<file path="src/rtl/col_gather_pipe.sv">
// col_gather_pipe
// Two-stage lane selector between the operand buffer and the PE array.
// Each input beat carries M lanes and a mode. The mode picks how the N output
// lanes are filled: straight pass, rotate by col, sparse gather by per-lane
// idx, or broadcast of lane col. Stage 1 captures the beat together with
// precomputed per-lane source selects and in-range flags. Stage 2 performs the
// lane mux and zeroes out-of-range lanes. A valid/ready handshake on both
// sides keeps one beat per cycle flowing while the downstream is ready.

module col_gather_pipe #(
  parameter int M       = 4,
  parameter int N       = 4,
  parameter int DW_POS  = 4,
  parameter int DW_DATA = 8
) (
  input  logic                   clk,
  input  logic                   rst,
  input  logic                   in_valid,
  output logic                   in_ready,
  input  logic [1:0]             mode,
  input  logic [DW_POS-1:0]      col,
  input  logic [N*DW_POS-1:0]    idx,
  input  logic [M*DW_DATA-1:0]   in,
  output logic                   out_valid,
  input  logic                   out_ready,
  output logic [N*DW_DATA-1:0]   out,
  output logic [N-1:0]           out_mask
);

  typedef enum logic [1:0] {
    MODE_PASS   = 2'd0,
    MODE_ROTATE = 2'd1,
    MODE_GATHER = 2'd2,
    MODE_BCAST  = 2'd3
  } mode_t;

  typedef logic [DW_POS-1:0] pos_t;
  typedef logic [DW_POS:0]   pos_ext_t;

  // One extra bit so that M == 2**DW_POS still compares correctly.
  localparam pos_ext_t M_EXT = pos_ext_t'(M);

  // Handshake and pipeline occupancy
  logic s1_valid;
  logic s2_valid;
  logic s2_free;
  logic s1_advance;

  // Stage-1 payload
  mode_t              s1_mode;
  logic [DW_DATA-1:0] s1_lane [M];
  pos_t               s1_sel  [N];
  logic [N-1:0]       s1_inr;

  // Stage-1 next values derived from the incoming beat
  pos_t               sel_d [N];
  logic [N-1:0]       inr_d;

  // Stage-2 next value and registered outputs
  logic [N*DW_DATA-1:0] out_d;
  logic [N*DW_DATA-1:0] out_q;
  logic [N-1:0]         mask_q;

  assign s2_free    = !s2_valid || out_ready;
  assign s1_advance = s1_valid && s2_free;
  assign in_ready   = !rst && (!s1_valid || s2_free);

  // Per-output-lane source select and in-range flag for the incoming beat
  always_comb begin : sel_calc
    pos_ext_t rot_sum;
    pos_t     idx_lane;
    rot_sum  = '0;
    idx_lane = '0;
    for (int j = 0; j < N; j++) begin
      sel_d[j] = '0;
      inr_d[j] = 1'b0;
      idx_lane = idx[j*DW_POS +: DW_POS];
      rot_sum  = pos_ext_t'(j) + {1'b0, col};
      case (mode_t'(mode))
        MODE_PASS: begin
          sel_d[j] = pos_t'(j);
          inr_d[j] = 1'b1;
        end
        MODE_ROTATE: begin
          sel_d[j] = pos_t'(rot_sum % M_EXT);
          inr_d[j] = 1'b1;
        end
        MODE_GATHER: begin
          if ({1'b0, idx_lane} < M_EXT) begin
            sel_d[j] = idx_lane;
            inr_d[j] = 1'b1;
          end
        end
        MODE_BCAST: begin
          if ({1'b0, col} < M_EXT) begin
            sel_d[j] = col;
            inr_d[j] = 1'b1;
          end
        end
      endcase
    end
  end

  // Stage-1 occupancy: refill whenever the slot is empty or handing its beat on
  always_ff @(posedge clk) begin
    if (rst) begin
      s1_valid <= 1'b0;
    end else if (in_ready) begin
      s1_valid <= in_valid;
    end
  end

  // Stage-1 payload capture; mode/col/idx only matter on an input transfer
  always_ff @(posedge clk) begin
    if (in_valid && in_ready) begin
      s1_mode <= mode_t'(mode);
      s1_inr  <= inr_d;
      for (int i = 0; i < M; i++) begin
        s1_lane[i] <= in[i*DW_DATA +: DW_DATA];
      end
      for (int j = 0; j < N; j++) begin
        s1_sel[j] <= sel_d[j];
      end
    end
  end

  // Stage-2 lane mux; pass beats skip the select mux, out-of-range lanes are zeroed
  always_comb begin : lane_mux
    logic [DW_DATA-1:0] picked;
    picked = '0;
    out_d  = '0;
    for (int j = 0; j < N; j++) begin
      picked = '0;
      if (s1_mode == MODE_PASS) begin
        picked = s1_lane[j];
      end else begin
        for (int k = 0; k < M; k++) begin
          if (s1_sel[j] == pos_t'(k)) begin
            picked = s1_lane[k];
          end
        end
      end
      out_d[j*DW_DATA +: DW_DATA] = s1_inr[j] ? picked : '0;
    end
  end

  // Stage-2 register: loads from stage 1 when free, otherwise holds under stall
  always_ff @(posedge clk) begin
    if (rst) begin
      s2_valid <= 1'b0;
      out_q    <= '0;
      mask_q   <= '0;
    end else if (s2_free) begin
      s2_valid <= s1_advance;
      if (s1_advance) begin
        out_q  <= out_d;
        mask_q <= s1_inr;
      end
    end
  end

  assign out_valid = s2_valid;
  assign out       = out_q;
  assign out_mask  = mask_q;

endmodule

</file>
<file path="config.mk">
export PLATFORM = sky130hd
export DESIGN_NAME = col_gather_pipe
export DESIGN_NICKNAME = d
export VERILOG_FILES = /design/src/rtl/col_gather_pipe.sv
export SDC_FILE = /design/constraint.sdc
export NUM_CORES = 1
export LEC_CHECK = 0
export CAP_MARGIN = 20
export CORE_ASPECT_RATIO = 1.2
export CORE_UTILIZATION = 40
export CTS_BUF_LIST = sky130_fd_sc_hd__clkbuf_4 sky130_fd_sc_hd__clkbuf_8
export CTS_CLUSTER_DIAMETER = 30
export DETAILED_ROUTE_END_ITERATION = 12
export HOLD_SLACK_MARGIN = 0.12
export PLACE_DENSITY = 0.67
export SLEW_MARGIN = 30
export SYNTH_ARGS = -nofsm -noshare
export SYNTH_HDL_FRONTEND = slang
export SYNTH_SLANG_ARGS = --single-unit
</file>
<file path="constraint.sdc">
create_clock -name clk -period 3.4 [get_ports clk]
set_input_delay 0.51 -clock clk [delete_from_list [all_inputs] [get_ports clk]]
set_output_delay 0.51 -clock clk [all_outputs]
set_load 0.01 [all_outputs]
</file>
== Yosys cells after proc, flatten, opt, wreduce, memory -nomap -nowiden ==
Memory sizes are Yosys's and may differ from the RTL's.
Index checks and enable logic that the tools add are counted.

* Bits of input ports: 58
* Memories: 2
* Flip-flop bits (word level): 44
* Memory bits (writable): 48
* Output and inout port bits: 38

* Reductions and logical operators: 16
* $lt $le $gt $ge: 5
* Add/subtract/negate cells: 3
* Equality and inequality tests: 15
* Muxes and demuxes: 44

{| class="wikitable"
|+ Memories
! name !! depth !! bits a word !! rd ports !! clocked after memory_dff !! wr ports !! line !! text
|-
| s1_lane || 4 || 8 || 4 || 0 || 4 || 51 || <nowiki>logic [DW_DATA-1:0] s1_lane [M];</nowiki>
|-
| s1_sel || 4 || 4 || 4 || 0 || 4 || 52 || <nowiki>pos_t s1_sel [N];</nowiki>
|}

{| class="wikitable"
|+ Operator list
! kind !! number
|-
| 8-bit two-way mux || 24
|-
| 4-bit case mux with 4 select lines || 4
|-
| 4-bit by 2-bit equality test with 1-bit output, second input constant || 8
|-
| 4-bit by 3-bit < comparator with 1-bit output, second input constant || 5
|-
| 4-bit two-way mux || 5
|-
| 4-bit by 1-bit equality test with 1-bit output, second input constant || 4
|-
| 4-bit zero test || 4
|-
| 1-bit case mux with 3 select lines || 4
|-
| 1-bit two-way mux || 7
|-
| 2-bit adder, first input constant || 2
|-
| 2-bit equality test, second input constant || 2
|-
| 2-bit zero test || 2
|-
| 1-bit logical AND || 3
|-
| 1-bit zero test || 3
|-
| 1-bit by 2-bit adder with 2-bit output, first input constant || 1
|-
| 2-bit by 1-bit equality test with 1-bit output, second input constant || 1
|-
| 1-bit logical OR || 2
|-
| 2-bit AND reduction || 1
|-
| 2-bit OR reduction || 1
|}

== Logic depth before layout (Yosys ltp) ==
* Word-level depth: 7
* Gate-level depth with buffers: 7
* Mapped depth without buffers: 4

== Worst setup path before layout ==
Ideal clock, no wire load.

* Kind: input -> register
* Start: in rst
* End: reg s1_inr[0], enable pin
* Arrival: 2.291 ns
* Setup time: 0.417 ns
* Cell stages on the path: 3
* Path slack: 0.691 ns
* Cell sequence: clkbuf_1 > a21oi_1 > and2_1

* Cells in the longest elaborated chain, start to end: 3

{| class="wikitable"
|+ RTL lines
! what !! line !! text
|-
| from (decl) || 17 || <nowiki>input logic rst,</nowiki>
|-
| 1-bit zero test || 66 || <nowiki>assign in_ready = !rst && (!s1_valid || s2_free);</nowiki>
|-
| 1-bit logical AND || 66 ||
|-
| named net in_ready || 19 || <nowiki>output logic in_ready,</nowiki>
|-
| 1-bit logical AND || 115 || <nowiki>if (in_valid && in_ready) begin</nowiki>
|-
| to (signal assigned) || 117 || <nowiki>s1_inr <= inr_d;</nowiki>
|-
| to (decl) || 53 || <nowiki>logic [N-1:0] s1_inr;</nowiki>
|}

The timed path passes the listed nets, and every way through them passes these cells.
A chain may end at the register's enable or synchronous reset.

== Final worst setup path ==
* Start: in rst
* End: out in_ready

* Cells in the longest elaborated chain, start to end: 2

{| class="wikitable"
|+ RTL lines
! what !! line
|-
| 1-bit zero test || 66
|-
| 1-bit logical AND || 66
|-
| to (decl) || 19
|}

Every way passes these cells.

==> parameters.txt <==
Parameter                              Value

Floorplan
  Initial core utilization    41.68%
  Number of placement rows    40
  Area enclosed by the die boundary    0.01095 mm2
  Total core area    0.01011 mm2
  Num ports    96
  Die Ht    114.4 um
  Die W    approximately 96 um

Logic synthesis
  Largest cells by area after synthesis    edfxtp_1 (38%), dfxtp_1 (18%), mux4_2 (12%)
  FFs w/ async S/R, synth    0%
  Parity-gate share of the synthesized area counting xor and xnor cells    less than 1%
  Number of enable-type register cells in the synthesized netlist    54
  Number of warnings printed during yosys synthesis    0
  Sequential share of the synthesized area    56.53%
  Synthesized-area fraction occupied by ao, oa, aoi and oai cells    between 10% and 20%
  Gate count of the mapped netlist    between 300 and 400
  Mux cell area share after synthesis    14.43%
  Area fraction in and, or, nand and nor cells after synthesis    10.81%
  Seq cells post-synth    92
  Post-Synthesis Mean Instance Area    13.73 um2
  Adder-cell area share of the yosys netlist    0%
  Synth unique cells    42
  Dominant synthesized flop cell    edfxtp_1
  Synth top area share    roughly two fifths
  Library cell occupying the most area in the post-synthesis netlist    edfxtp_1
  Cell area after synthesis    0.004214 mm2
  Combinational family with the most area after synthesis    compound AO/OA/AOI/OAI gates

Drt
  Total length of routed wires    10,360 um
  Length of routed met3 wiring    711 um
  Routed length per instance    between 15 and 20 um
  Via Count    3,126
  DRC viols    0
  Routed length on met1    4096 um
  Post-detailed-route via-to-cell ratio    between 5 and 6
  Count of antenna-violating nets left after detailed routing    0
  Number of iterations in the first detailed-routing pass    5
  Met2 WL post-DR    5311 um
  Iteration-0 DRC Markers    148
  Highest routed layer    met4

Clock network
  Total number of H-tree levels    3
  Setup fix buffers added after clock tree synthesis    0
  Clock buffers created by TritonCTS    9
  Clock root buffer    clkbuf_8
  Clk Latency, worst-skew pair    0.36 ns
  Number of sinks on the clock net    ~90
  TritonCTS clock tree    built
  Clk slew on worst S/H paths    roughly 0.08 ns
  CTS max path bufs    2
  Resized Gates After CTS    0
  Hold-fix buffers, CTS    0

Pwr
  Overall Power    2.172 mW
  Share of total power in the clock network    between 20% and 30%
  Net switching power    about 0.53 mW
  Total power divided by cell area    400.8 mW/mm2
  Pleak    1.832 nW
  Peak ir drop on the vdd network    0.1537 mV
  Fraction of power consumed by combinational cells    between 10% and 20%
  Share of total power in sequential cells    between 50% and 60%
  Share of total power consumed by net switching    24.30%
  Internal    1.645 mW

Final layout
  Total inserted antenna cells    0
  Post-Layout Inst Area    0.005420 mm2
  Share of post-route cells with drive strength above 1    12.44%
  Commonest cells after routing, fill and taps aside    clkdlybuf4s50_1 (95), edfxtp_1 (54), dfxtp_1 (38)
  Post-synthesis to final-layout area growth    28.62%
  Most common cell after layout, fill and taps aside    clkdlybuf4s50_1
  Fillcell total    869
  Final-stage net count    455

Critical path
  CP arrival    1.99 ns
  Critical path endpoint category    output port
  Worst-path fanout max    14
  Category of the most critical setup path    primary input to output port
  Data required time at the worst endpoint    2.89 ns
  Worst reg-to-reg path cell count    4
  Worst reg2reg setup slack    1.50 ns
  Startpoint of the worst-slack reg-to-reg timing path    s1_sel[3][1]$_DFFE_PP_
  Category of the worst setup path launch point    primary input
  Crit. Startpoint    rst
  Destination of the worst register-to-register timing path    out[28]$_SDFFE_PP0P_

Flow run
  Maximum capacitance violations    0

Timing
  Worst-case hold slack    0.4696 ns
  Minimum period implied by the final worst setup slack    2.501 ns
  Highest clock frequency the design can meet    0.3999 GHz
  Count of final max-slew check failures    0
  Period utilisation layout    73.55%
  Sum Neg Setup Slack    0 ns
  Slew at the pin closest to its max-slew limit    0.7253 ns
  Final-report hold violation count    0
  Fin Clk Skew    0.01421 ns
  RSZ-0062 raised after global routing    false
  Slew HR    between 50% and 60%
  Endpoints failing setup    0

Place
  Post-DP HPWL    7413 um
  RePlAce Congestion    slightly below 0.8
  Number of buffer cells added on primary ports    95
  Area after DPL    0.005253 mm2

GRT
  Antenna violations before repair    0
  Pin count of the biggest net entering global routing    35
  Vias in the first global route    between 3,000 and 4,000
  Wire length of the first global-routing pass    roughly 16,000 um
  Total overflow reported by the global router    0
  Combined global-route utilization of all metal layers    roughly a fifth

Min path
  Source of the worst hold timing path    out_mask[3]$_SDFFE_PP0P_
  Cell count of the worst hold path    2
  Destination of the worst hold path    out_mask[3]$_SDFFE_PP0P_
  Hold Crit Class    flip-flop to flip-flop

Status
  Run status    finished, final reports clean
-- layout make-up --
cell class / count / area, um2 / share of cell area (%)
clock inverter: 7 / 43.79 / 0.8079
inverter: 2 / 7.507 / 0.1385
sequential: 92 / 2382 / 43.95
clock buffer: 9 / 123.9 / 2.285
tap: 126 / 157.7 / 2.909
timing repair buffer: 97 / 978.4 / 18.05
multi-input combinational: 195 / 1727 / 31.86
-- cells by family (layout without fill, tap and decap cells) --
logic type | Yosys count | after routing
compound gates | 73 | 73
mux | 33 | 33
buf+inv | 27 | 115
other cells | 1 | 8
simple gates | 80 | 80
flops | 92 | 92
xor+xnor | 1 | 1
-- through the flow --
step           util (%)  cells  setup WS [ns]
2_1_floorplan         -    314         0.6915
3_3_place_gp      51.96    512         0.8526
3_5_place_dp      51.96    512         0.8129
4_1_cts           53.61    528         0.8965
5_1_grt           53.61    528         0.8653
6_report          53.61    528         0.8992
-- critical path, cell delays in order --
cell             delay, ns
clkdlybuf4s50_1       0.65
a21oi_1               0.26
clkdlybuf4s50_1       0.56
-- synth_stat cells (all sizes together), types with 3 or more instances --
cell type / count
a221o: 29
nor2b: 5
nor3b: 22
a21oi: 10
a22o: 3
nor2: 12
nand2: 12
a31o: 4
dfxtp: 38
nand3: 8
nor3: 10
o31ai: 4
edfxtp: 54
clkbuf: 13
mux2i: 9
and3: 5
mux4: 22
a2bb2oi: 8
buf: 12
-- how the worst max path moves through the flow --
stage	to	depth (start not counted)
final	in_ready	3
after detailed placement	s1_sel[0][3]$_DFFE_PP_	4
after global placement	s1_sel[1][3]$_DFFE_PP_	4
after floorplan	s1_inr[0]$_DFFE_PP_	3
after CTS	in_ready	3
after global routing	in_ready	3
-- layer usage --
metal  vias up  track usage (%)
met4         0            10.45
met1      1533            23.57
met5         -                0
met3        19            4.117
met2       138            34.29
li1       1436                -
-- state kept, by name, summed over array words and instances (netlist names) --
name	flops
out	32
out_mask	4
out_valid	1
s1_inr	4
s1_lane	32
s1_mode	2
s1_sel	16
s1_valid	1
-- power groups by stage --
stage               clock network, mW  logic [mW]  registers, mW
global route                    0.697       0.273           1.29
floorplan                           0       0.151           1.28
finish                          0.636       0.255           1.28
CTS                             0.656       0.255           1.28
global placement                    0       0.251           1.30
detailed placement                  0       0.254           1.31
Power figures use the tool's default switching activity.
